[config.mk]
export PLATFORM = sky130hd
export DESIGN_NAME = hazard_control_unit
export DESIGN_NICKNAME = d
export VERILOG_FILES = /design/src/rtl/hazard_control_unit.sv
export SDC_FILE = /design/constraint.sdc
export NUM_CORES = 1
export LEC_CHECK = 0
export CAP_MARGIN = 15
export CORE_AREA = 2 2 103 65
export CTS_BUF_LIST = sky130_fd_sc_hd__clkbuf_8
export DETAILED_ROUTE_END_ITERATION = 8
export DIE_AREA = 0 0 105 67
export GPL_TIMING_DRIVEN = 0
export PLACE_DENSITY = 0.66
export SLEW_MARGIN = 20
export SYNTH_ARGS = -nofsm -noshare
export SYNTH_HDL_FRONTEND = slang
export SYNTH_SLANG_ARGS = --single-unit
[constraint.sdc]
create_clock -name clk -period 1.8 [get_ports clk]
set_clock_uncertainty 0.1 [all_clocks]
set_input_delay 0.36 -clock clk [delete_from_list [all_inputs] [get_ports clk]]
set_output_delay 0.36 -clock clk [all_outputs]
set_load 0.01 [all_outputs]
[src/rtl/hazard_control_unit.sv]
// Pipeline hazard controller: load-use stall sequencing, branch flush, operand
// forwarding select and saturating stall/flush event counters.
//
// state | meaning
// IDLE  | normal flow; load-use stalls in place, taken branch flushes
// STALL | extra load-use bubbles, rem counts the remaining ones
// FLUSH | second squash cycle after a taken branch
module hazard_control_unit #(
    parameter int unsigned ADDR_W       = 5,
    parameter int unsigned LOAD_STALL   = 1,
    parameter int unsigned FLUSH_CYCLES = 1,
    parameter int unsigned CNT_W        = 16
) (
    input  logic              clk,
    input  logic              reset,
    input  logic [ADDR_W-1:0] id_rs1,
    input  logic [ADDR_W-1:0] id_rs2,
    input  logic [ADDR_W-1:0] ex_rs1,
    input  logic [ADDR_W-1:0] ex_rs2,
    input  logic [ADDR_W-1:0] ex_rd,
    input  logic              ex_mem_read,
    input  logic              ex_reg_write,
    input  logic [ADDR_W-1:0] mem_rd,
    input  logic              mem_reg_write,
    input  logic [ADDR_W-1:0] wb_rd,
    input  logic              wb_reg_write,
    input  logic              branch_taken,
    output logic              pc_write_en,
    output logic              ifid_write_en,
    output logic              ctrl_mux_sel,
    output logic              ifid_flush,
    output logic              idex_flush,
    output logic [1:0]        fwd_a,
    output logic [1:0]        fwd_b,
    output logic [CNT_W-1:0]  stall_cnt,
    output logic [CNT_W-1:0]  flush_cnt
);

    localparam logic [1:0] IDLE  = 2'd0;
    localparam logic [1:0] STALL = 2'd1;
    localparam logic [1:0] FLUSH = 2'd2;

    logic [1:0]       state_q, state_d;
    logic [1:0]       rem_q, rem_d;
    logic [CNT_W-1:0] stall_cnt_q, stall_cnt_d;
    logic [CNT_W-1:0] flush_cnt_q, flush_cnt_d;
    logic             lu;
    logic             unused_ex_reg_write;

    // A load always writes its destination, so ex_mem_read alone qualifies the hazard.
    assign unused_ex_reg_write = ex_reg_write;

    assign lu = ex_mem_read && (ex_rd != '0) && ((ex_rd == id_rs1) || (ex_rd == id_rs2));

    always_comb begin
        state_d       = state_q;
        rem_d         = rem_q;
        pc_write_en   = 1'b1;
        ifid_write_en = 1'b1;
        ctrl_mux_sel  = 1'b1;
        ifid_flush    = 1'b0;
        idex_flush    = 1'b0;
        case (state_q)
            IDLE, STALL: begin
                if (branch_taken) begin
                    ctrl_mux_sel = 1'b0;
                    ifid_flush   = 1'b1;
                    idex_flush   = 1'b1;
                    if (FLUSH_CYCLES == 2) begin
                        state_d = FLUSH;
                        rem_d   = 2'd1;
                    end else begin
                        state_d = IDLE;
                        rem_d   = 2'd0;
                    end
                end else if (state_q == STALL) begin
                    pc_write_en   = 1'b0;
                    ifid_write_en = 1'b0;
                    ctrl_mux_sel  = 1'b0;
                    rem_d         = rem_q - 2'd1;
                    if (rem_q == 2'd1) begin
                        state_d = IDLE;
                    end
                end else if (lu) begin
                    pc_write_en   = 1'b0;
                    ifid_write_en = 1'b0;
                    ctrl_mux_sel  = 1'b0;
                    if (LOAD_STALL > 1) begin
                        state_d = STALL;
                        rem_d   = 2'(LOAD_STALL - 1);
                    end
                end
            end
            FLUSH: begin
                ctrl_mux_sel = 1'b0;
                ifid_flush   = 1'b1;
                idex_flush   = 1'b1;
                state_d      = IDLE;
                rem_d        = 2'd0;
            end
            default: begin
                state_d = IDLE;
                rem_d   = 2'd0;
            end
        endcase
    end

    // Register 0 is hard-wired, so it never forwards.
    always_comb begin
        fwd_a = 2'b00;
        fwd_b = 2'b00;
        if (mem_reg_write && (mem_rd != '0) && (mem_rd == ex_rs1)) begin
            fwd_a = 2'b10;
        end else if (wb_reg_write && (wb_rd != '0) && (wb_rd == ex_rs1)) begin
            fwd_a = 2'b01;
        end
        if (mem_reg_write && (mem_rd != '0) && (mem_rd == ex_rs2)) begin
            fwd_b = 2'b10;
        end else if (wb_reg_write && (wb_rd != '0) && (wb_rd == ex_rs2)) begin
            fwd_b = 2'b01;
        end
    end

    always_comb begin
        stall_cnt_d = stall_cnt_q;
        flush_cnt_d = flush_cnt_q;
        if (!pc_write_en && !ifid_flush && (stall_cnt_q != '1)) begin
            stall_cnt_d = stall_cnt_q + CNT_W'(1);
        end
        if (ifid_flush && (flush_cnt_q != '1)) begin
            flush_cnt_d = flush_cnt_q + CNT_W'(1);
        end
    end

    always_ff @(posedge clk) begin
        if (!reset) begin
            state_q     <= IDLE;
            rem_q       <= 2'd0;
            stall_cnt_q <= '0;
            flush_cnt_q <= '0;
        end else begin
            state_q     <= state_d;
            rem_q       <= rem_d;
            stall_cnt_q <= stall_cnt_d;
            flush_cnt_q <= flush_cnt_d;
        end
    end

    assign stall_cnt = stall_cnt_q;
    assign flush_cnt = flush_cnt_q;

endmodule
# Word-level counts from Yosys, hierarchy flattened
# Cells that the tools add are included.
[op_classes] n_addsub=2 n_mul=0 div=0 n_lt_le_gt_ge=0 eq_ne=8 n_shift=0 muxes=8 n_bitwise=0 reduce_logical=17
[op_table] op="adder 16 x 1 -> 16 bit, second input constant" n=2
[op_table] op="!= test 16 bit, second input constant" n=2
[op_table] op="== test 5 bit" n=6
[op_table] op="nonzero test 5 bit" n=3
[op_table] op="logical AND 1 bit" n=11
[op_table] op="two-way mux 1 bit" n=6
[op_table] op="two-way mux 2 bit" n=2
[op_table] op="zero test 1 bit" n=2
[op_table] op="logical OR 1 bit" n=1
[word_totals] ff_bits=32 latchBits=0 ramBits=0 romBits=0 input_bits=42 output_inout_bits=41 wordCells=37 memories=0

# Logic depth before layout (Yosys ltp)
# Gate-level depths: netlist of the first run.
[logic_depth] word_depth=8 ltp_mapped=7

# Worst setup path before layout of the first run
# OpenSTA, ideal clock, no wires.
[synth_timing] kind="input port to output port" startpoint="input port mem_rd[1]" endpoint="output port fwd_a[0]" arrival_time_ns=1.653 t_required_ns=1.340 slack_ns=-0.313 path_stages=4 path_buffers=0 cell_sequence="or4_1 o21ai_0 nor4_1 nor4_1"
[synth_via] elab_chain_len=4 word_cells_on_any_way=5 cone_classes="eq/ne (1); mux (1); reduce/logical (3)"
[synth_rtl] item="start: declaration" line_no="23" text="input logic [ADDR_W-1:0] mem_rd,"
[synth_rtl] item="nonzero test 5 bit" line_no="112" text="if (mem_reg_write && (mem_rd != '0) && (mem_rd == ex_rs1)) begin"
[synth_rtl] item="logical AND 1 bit" line_no="112"
[synth_rtl] item="logical AND 1 bit *" line_no="112"
[synth_rtl] item="two-way mux 2 bit *" line_no="112"
[synth_rtl] item="end: declaration" line_no="33" text="output logic [1:0] fwd_a,"
# Mark *: on every way between the ends. The rest lies on a longest branch, timed or not.

# Worst setup path after layout of the first run
[layout_timing] startpoint="input port id_rs1[4]" endpoint="output port pc_write_en"
[layout_via] elab_chain_len=5
[layout_rtl] item="start: declaration" line_no="16" text="input logic [ADDR_W-1:0] id_rs1,"
[layout_rtl] item="== test 5 bit" line_no="53" text="assign lu = ex_mem_read && (ex_rd != '0) && ((ex_rd == id_rs1) || (ex_rd == id_rs2));"
[layout_rtl] item="logical OR 1 bit" line_no="53"
[layout_rtl] item="logical AND 1 bit" line_no="53"
[layout_rtl] item="two-way mux 1 bit" line_no="84" text="end else if (lu) begin"
[layout_rtl] item="two-way mux 1 bit" line_no="65" text="if (branch_taken) begin"
[layout_rtl] item="end: declaration" line_no="28" text="output logic pc_write_en,"
# Every way passes these cells.

==> summary.md, run 1 <==
For the placer congestion estimate, the log shows 0.818. Sequential cells account for 43.5% of the total power. Counting every instance in the synthesized netlist gives 246. The analysis attributes to cell leakage a power of 1.57 nW. Mean post-synth cell area: 8.39 um2. CTS placed an instance of sky130_fd_sc_hd__clkbuf_8 at the clock tree root. The number of vias after detailed routing came out at 2310. In this run the worst path has a maximum fanout of 3. The H-tree was split into 2 levels. For the overall fraction of global-route tracks in use, the log shows 21.0%.

In this run, synthesis produced a sequential element count of 32. The actual slew at the worst max-slew pin is 379 ps. Static timing analysis puts the maximum clock frequency at 0.483 GHz.

TritonCTS built the clock tree. For the via count of the first global-routing pass, the log shows 2231. The tools report the total of warnings raised by yosys as 0. The number of antenna-violating nets in the routed design is 0. Worst min-delay path category: flip-flop to flip-flop. The share of async-settable or async-resettable flops after synthesis is 0%. Once placement finished, the instance area stood at 0.00308 mm2. The logs give 0 for the initial antenna violation count and 74.7% for the headroom to the max-slew limit. The worst setup path is captured at an output pin. The run gives 1.15 mW as the internal portion of total power. The number of cells on the worst reg-to-reg path is 6. The overall die height was 67 um.

For the required time of the worst setup path, the log shows 1340 ps. For this run, the register share of the synthesized area comes to 31.0%. The setup path with the least slack is of type input pin to output pin. Port buffering added 81 buffers. Counting along the longest clock path gives a buffer depth of 2.

The share of total power consumed by net switching came out at 29.3%. VDD sags by at most 426 uV. Hold path depth: 2. The flow ran to the end, but the final reports show violations. The logs give 0 for the total count of hold-check failures in the final report and 0 for the count of hold-fix buffers inserted at cts.

Entering global routing, the biggest net connects 12 pins. The tools report the critical path arrival as 1610 ps. The floorplan die area was 0.00704 mm2; the count of max-cap constraint violations was 0.

After layout, the minimum clock period comes to 2070 ps. First-pass iteration count of the detailed router: 4. For this design, the sink count on the clock tree is 32. The logs give 290 ps for the clock insertion delay at the later pin of the skew report and 409 for the net count reported at finish. TritonCTS created 5 clock buffers.

In the layout the commonest cells are sky130_fd_sc_hd__buf_4, sky130_fd_sc_hd__clkdlybuf4s50_1, sky130_fd_sc_hd__xor2_1, sky130_fd_sc_hd__nor2_1. The number of nets handed over by synthesis was 290. Setup violations remaining at the end of the flow were counted as 23.

The tools report the area of the core region as 0.00600 mm2. Leaving out fill and tap cells, the most frequent cell in the layout is sky130_fd_sc_hd__buf_4. The average detailed-routed wire length per instance is 16.6 um.

The run gives 517 as the number of filler cells placed in the layout. Per report_power, the combinational group accounts for 23.2% of the total. The post-synthesis cell area was 0.00206 mm2; the per-cell via count in the routed design was 5.13. Once detailed placement completed, the half-perimeter wirelength came to 4740 um.

Setup repair after global routing could not meet its margin everywhere. The initial utilization of the core area, before any placement, comes to 34.4%. The initialized floorplan defines 22 standard-cell rows.

The die is 105 um wide. The flip-flop cell with the highest count after synthesis was sky130_fd_sc_hd__dfxtp_1. The run gives 0 as the overflow left after global routing.

STA classifies the critical path startpoint as an input pin. The synthesis-to-layout area growth is 84.4%, and the final setup slack of the worst path is -272 ps. The synthesized design contains 0 enable-type register cells. Summed over all nets, the switching power comes to 0.475 mW. Power spread over the standard cell area amounts to 426 mW/mm2. 0 antenna diodes ended up in the layout. For this run, design rule violations remaining after detail routing come to 0. The final layout contains routed wiring with a total length of 7470 um. For the global-route wire length before repair, the log shows 11600 um.

The clock network is responsible for 33.3% of the overall power. The final-report max-slew violation count is 0, and the fraction of the core area covered by cells at the end of the flow is 63.4%. In the final layout, the share of cells above drive strength 1 is 44.3%. The cell area after layout is 0.00380 mm2.

Clock-pin slew was measured on the worst setup and hold paths at 70 ps. For the number of unique standard cell types used by synthesis, the log shows 39. The checks that failed: negative setup slack. In the finished design, the share of the clock period the worst path needs comes to 115%.

The tools report the top-level port count as 83. In this run, the number of DRC markers left after iteration 0 of detailed routing was 162.
-- Yosys cell counts, types with 4 or more instances --
| library cell | n | area [um2] |
|---|---|---|
| sky130_fd_sc_hd__a21oi_1 | 6 | 30.0 |
| sky130_fd_sc_hd__and4_1 | 4 | 35.0 |
| sky130_fd_sc_hd__clkbuf_1 | 7 | 26.3 |
| sky130_fd_sc_hd__dfxtp_1 | 32 | 641 |
| sky130_fd_sc_hd__inv_1 | 4 | 15.0 |
| sky130_fd_sc_hd__mux2i_1 | 11 | 110 |
| sky130_fd_sc_hd__nand2_1 | 18 | 67.6 |
| sky130_fd_sc_hd__nand2b_1 | 11 | 68.8 |
| sky130_fd_sc_hd__nand3_1 | 16 | 80.1 |
| sky130_fd_sc_hd__nand4_1 | 6 | 37.5 |
| sky130_fd_sc_hd__nor2_1 | 21 | 78.8 |
| sky130_fd_sc_hd__nor3_1 | 4 | 20.0 |
| sky130_fd_sc_hd__nor4_1 | 9 | 56.3 |
| sky130_fd_sc_hd__or4_1 | 11 | 82.6 |
| sky130_fd_sc_hd__xnor2_1 | 11 | 96.3 |
| sky130_fd_sc_hd__xor2_1 | 32 | 280 |
-- state kept, by name, indices dropped and copies added, names as in the netlist --
register	flops
flush_cnt	16
stall_cnt	16
-- logic make-up (layout without fill, tap and decap cells) --
logic type / after synthesis / count (layout) / share of synthesized area, %
and+or+nand+nor: 118 / 118 / 32.0
xor gates and xnor gates: 43 / 43 / 18.3
DFF: 32 / 32 / 31.0
AOI/OAI and AO/OA: 25 / 25 / 8.79
buffers and inverters: 15 / 135 / 3.34
muxes: 11 / 11 / 5.34
adders and majority gates: 2 / 2 / 1.21
-- timing repair --
item / CTS / global route
gates resized for setup: 212 / 65
pin swaps: 35 / 33
gates cloned: 1 / 0
setup endpoints to repair: 40 / 42
buffers inserted: 25 / 9
-- metal layers --
layer / wire length (um) / track usage (%) / share of wire [%]
met5: 0 / 0 / 0
met4: 27 / 4.17 / 0.36
met3: 456 / 4.50 / 6.1
met2: 3500 / 34.3 / 47
met1: 3490 / 28.8 / 47
-- final timing paths --
path	startpoint	end	slack, ps
max	id_rs1[4]	pc_write_en	-270
min	stall_cnt[14]	stall_cnt[14]	390
max reg2reg	stall_cnt[0]	stall_cnt[15]	-170
min reg2reg	stall_cnt[14]	stall_cnt[14]	390
-- worst max-delay path: stages --
cell and delay (ps):
sky130_fd_sc_hd__buf_2 100, sky130_fd_sc_hd__xor2_1 160, sky130_fd_sc_hd__nor3_2 230, sky130_fd_sc_hd__a22oi_2 110, sky130_fd_sc_hd__clkbuf_8 160, sky130_fd_sc_hd__nor3b_4 200
sky130_fd_sc_hd__inv_2 70, sky130_fd_sc_hd__buf_6 110, sky130_fd_sc_hd__buf_6 110
-- layout make-up --
| class | count | area (um2) | area share (%) |
|---|---|---|---|
| Clock buffer | 5 | 68.8 | 1.81 |
| Tap cell | 84 | 105 | 2.76 |
| Inverter | 4 | 15.0 | 0.395 |
| Timing Repair Buffer | 114 | 1040 | 27.5 |
| Buffer | 9 | 83.8 | 2.20 |
| Clock inverter | 3 | 12.5 | 0.329 |
| Sequential cell | 32 | 694 | 18.3 |
| Multi-Input combinational cell | 199 | 1780 | 46.8 |
-- power by group through the flow --
stage | logic [mW] | clock network, mW | registers (mW)
after CTS | 0.337 | 0.547 | 0.706
after detailed placement | 0.287 | 0 | 0.726
after global routing | 0.403 | 0.581 | 0.706
after global placement | 0.284 | 0 | 0.726
after floorplan | 0.122 | 0 | 0.727
final | 0.376 | 0.541 | 0.706
-- stage by stage --
step           hold slack, ps  power [mW]  cells  setup TNS, ps  worst slack (ps)
5_1_grt                   407        1.69    450          -4420              -315
3_5_place_dp              399        1.01    411         -28720             -1500
3_3_place_gp              377        1.01    411         -28100             -1470
2_1_floorplan             388       0.849    246           -317             -88.0
6_report                  389        1.62    450          -3050              -272
4_1_cts                   406        1.59    443          -2580              -344
(Power assumes the default switching activity.)
==> run 2: changes to the inputs <==
--- a/config.mk
+++ b/config.mk
@@ -13,3 +13,3 @@
 export GPL_TIMING_DRIVEN = 0
-export PLACE_DENSITY = 0.66
+export PLACE_DENSITY = 0.68
 export SLEW_MARGIN = 20
--- a/constraint.sdc
+++ b/constraint.sdc
@@ -4,2 +4,2 @@
 set_output_delay 0.36 -clock clk [all_outputs]
-set_load 0.01 [all_outputs]
+set_load 0.1 [all_outputs]
==> run 2 against run 1 <==
  * The run still ends with negative setup slack left
  * First-iteration DRC count down 31%
  * Clock power down 0.7%
  * Critical path depth down 2
  * Setup slack worse by 270 ps
  * Via count down 2.6%
  * Register-to-register slack better by 70 ps
  * Non-clock buffer count down 4
  * Power up 4.5%
  * Maximum frequency down 11%
  * Routed wire length down 8.0%
  * Critical path type unchanged
  * Critical endpoint is now fwd_a[0]
  * Largest cell class unchanged
  * Highest routed layer unchanged
==> summary.md, run 2 (synthesis results as in run 1) <==
For the count of max-cap constraint violations, the log shows 0 (unchanged). The run gives 83 (unchanged) as the top-level port count. The tree is rooted in a sky130_fd_sc_hd__clkbuf_8. The final standard cell count with taps included and fillers excluded is 446 (-0.89%). The count of buffers from port buffering was 81 (unchanged); the initial cell density of the core was 34.4% (unchanged).

The tools report the total count of hold-check failures in the final report as 0 (unchanged). The logs give 0.427 GHz (-11%) for the achievable clock frequency and 32 (unchanged) for the CTS sink count. The count of standard-cell rows came out at 22 (unchanged). Post-DP HPWL: 4790 um (+1.0%). Compared with the post-synthesis result, the final layout area differs by 92.4%. Overflow left after global routing: 0 (unchanged). The tools report the routing usage on met3 as 5.28% (+0.78 points). The tools report the maximum clock insertion buffer count as 2 (unchanged). STA classifies the critical path endpoint as an output pin. Traced cell by cell, the critical path runs through buf_8 > or4_4 > o21ai_4 > buf_6 > nor4_4 > nor4_4 > buf_6. The number of antenna-violating nets in the routed design came out at 0 (unchanged).

The run gives 11 (-1) as the largest net degree at the start of global routing. The number of antenna cells inserted came out at 0 (unchanged). The run gives 2251 (-2.6%) as the number of vias after detailed routing. The per-cell via count in the routed design came out at 5.05 (-1.7%). H-tree depth reported by CTS: 2 (unchanged).

The tools report the floorplan die area as 0.00704 mm2 (unchanged). The logs give 20.6% (-0.43 points) for the overall fraction of global-route tracks in use and 4 (unchanged) for the first-pass iteration count of the detailed router. The tools report the total instance count after detailed placement as 411 (unchanged). The tools report the required time of the worst setup path as 1340 ps (about the same).

The ratio of final minimum period to clock period came out at 130% (+15 points). The count of buffering cells on the critical path with inverters included was 3 (-2); the post-route total power was 1.69 mW (+4.5%). The run gives 0 (unchanged) as the final-report max-slew violation count. The run gives 0 (unchanged) as the number of remaining DRC errors. Kind of cell adding the most delay to the critical path: simple AND/OR/NAND/NOR gates. The worst voltage drop across the vdd grid came out at 312 uV (-27%). Critical-path maximum fanout: 2 (-1). The run finished, with violations left. The clock period minus final worst setup slack works out to 2340 ps (+269 ps). The tools report the initial antenna violation count as 0 (unchanged). The worst-path cell with the longest stage delay is sky130_fd_sc_hd__or4_4.

The clock insertion delay at the later pin of the skew report is 290 ps (about the same). The setup path with the least slack is of type input pin to output pin. The critical path arrival was 1880 ps (+270 ps); the number of violations reported at the end of detailed-routing iteration 0 was 112 (-31%). For the routing usage on met1, the log shows 28.7% (-0.075 points).

Setup repair after global routing could not meet its margin everywhere. The worst min-delay path category is flip-flop to flip-flop. The global routing stage identified its most utilized layer as met2. The logs give 21 (-8.7%) for the final number of setup-violating endpoints and 1.48 nW (-5.9%) for the leakage power of the design.

The final reports fail on negative setup slack. Global routing met2 resource utilization: 31.1% (-3.2 points). TritonCTS built the clock tree. For the headroom to the max-slew limit, the log shows 63.4% (-11 points). The global-route wire length before repair is 11400 um (-1.5%). The top cell types in the final layout, fill and taps aside, are sky130_fd_sc_hd__xor2_1, sky130_fd_sc_hd__dfxtp_4, sky130_fd_sc_hd__buf_4, sky130_fd_sc_hd__clkdlybuf4s15_2, sky130_fd_sc_hd__nor2_1. The tools report the placer congestion estimate as 0.818 (about the same).

The worst setup path is launched from an input pin. The clock transition at the registers of the reported paths works out to 70 ps (about the same). The logs give 2217 (-0.63%) for the via count of the first global-routing pass and 405 (-0.98%) for the net count reported at finish. The wire length reported by the detailed router was 6870 um (-8.0%); the stage delay of the slowest cell on the critical path was 530 ps (+300 ps).

The tools report the number of filler cells placed in the layout as 495 (-4.3%). The share of final-layout standard cells stronger than drive strength 1 is 57.7% (+13 points). The final setup slack of the worst path was -541 ps (-269 ps). The area of the core region came out at 0.00600 mm2 (unchanged).

The average detailed-routed wire length per instance is 15.4 um (-7.2%), and the total power divided by cell area is 427 mW/mm2 (+0.11%). The overall die height was 67 um (unchanged); the number of buffers created by CTS was 5 (unchanged). The actual slew at the worst max-slew pin works out to 551 ps (+172 ps). The chip width came out at 105 um (unchanged).
## run 2: per-stage QoR
stage	instance area, um2	hold WS [ps]	TNS [ps]	setup slack, ps	util, %
after floorplan	2490	400	-7240	-971	-
after global placement	3410	366	-41000	-2040	56.8
after detailed placement	3410	372	-41860	-2060	56.8
after CTS	3850	384	-3320	-542	64.1
after global routing	3970	415	-4880	-605	66.2
final	3970	378	-3550	-541	66.2
## run 2: repair_timing
action / CTS / global route
hold buffers: 0 / 0
setup buffers: 22 / 10
gates resized for setup: 299 / 56
pin swaps: 31 / 23
gates cloned: 0 / 0
setup endpoints to repair: 71 / 41
## run 2: path summary, 6_finish.rpt
check	startpoint	end	slack, ps	cells after the start
worst max-delay path	mem_rd[2]	fwd_a[0]	-540	7
worst min-delay path	flush_cnt[5]	flush_cnt[5]	380	1
worst max register to register	stall_cnt[1]	stall_cnt[10]	-100	6
worst min register to register	flush_cnt[5]	flush_cnt[5]	380	1
## run 2: where the power goes
group          switching (mW)  total, mW  internal, mW
combinational           0.271      0.475         0.204
sequential             0.0103      0.682         0.672
clock                   0.275      0.537         0.262
total                   0.557       1.69          1.14
## run 2: final cells by class
| cell class | count | area (um2) | share of cell area [%] |
|---|---|---|---|
| multi-input cells | 199 | 1840 | 46.4 |
| repair buffers | 110 | 1070 | 27.0 |
| plain buffers | 9 | 93.8 | 2.36 |
| well taps | 84 | 105 | 2.65 |
| inverters | 4 | 17.5 | 0.441 |
| clock buffers | 5 | 68.8 | 1.73 |
| flip-flops and latches | 32 | 756 | 19.0 |
| clock inverters | 3 | 13.8 | 0.347 |
## run 2: layer usage
layer / vias to the layer above / part of all wire (%) / wire (um)
met4: 0 / 1.2 / 85
met2: 72 / 44 / 3000
met1: 1053 / 49 / 3370
li1: 1118 / - / -
met5: - / 0 / 0
met3: 8 / 5.9 / 407
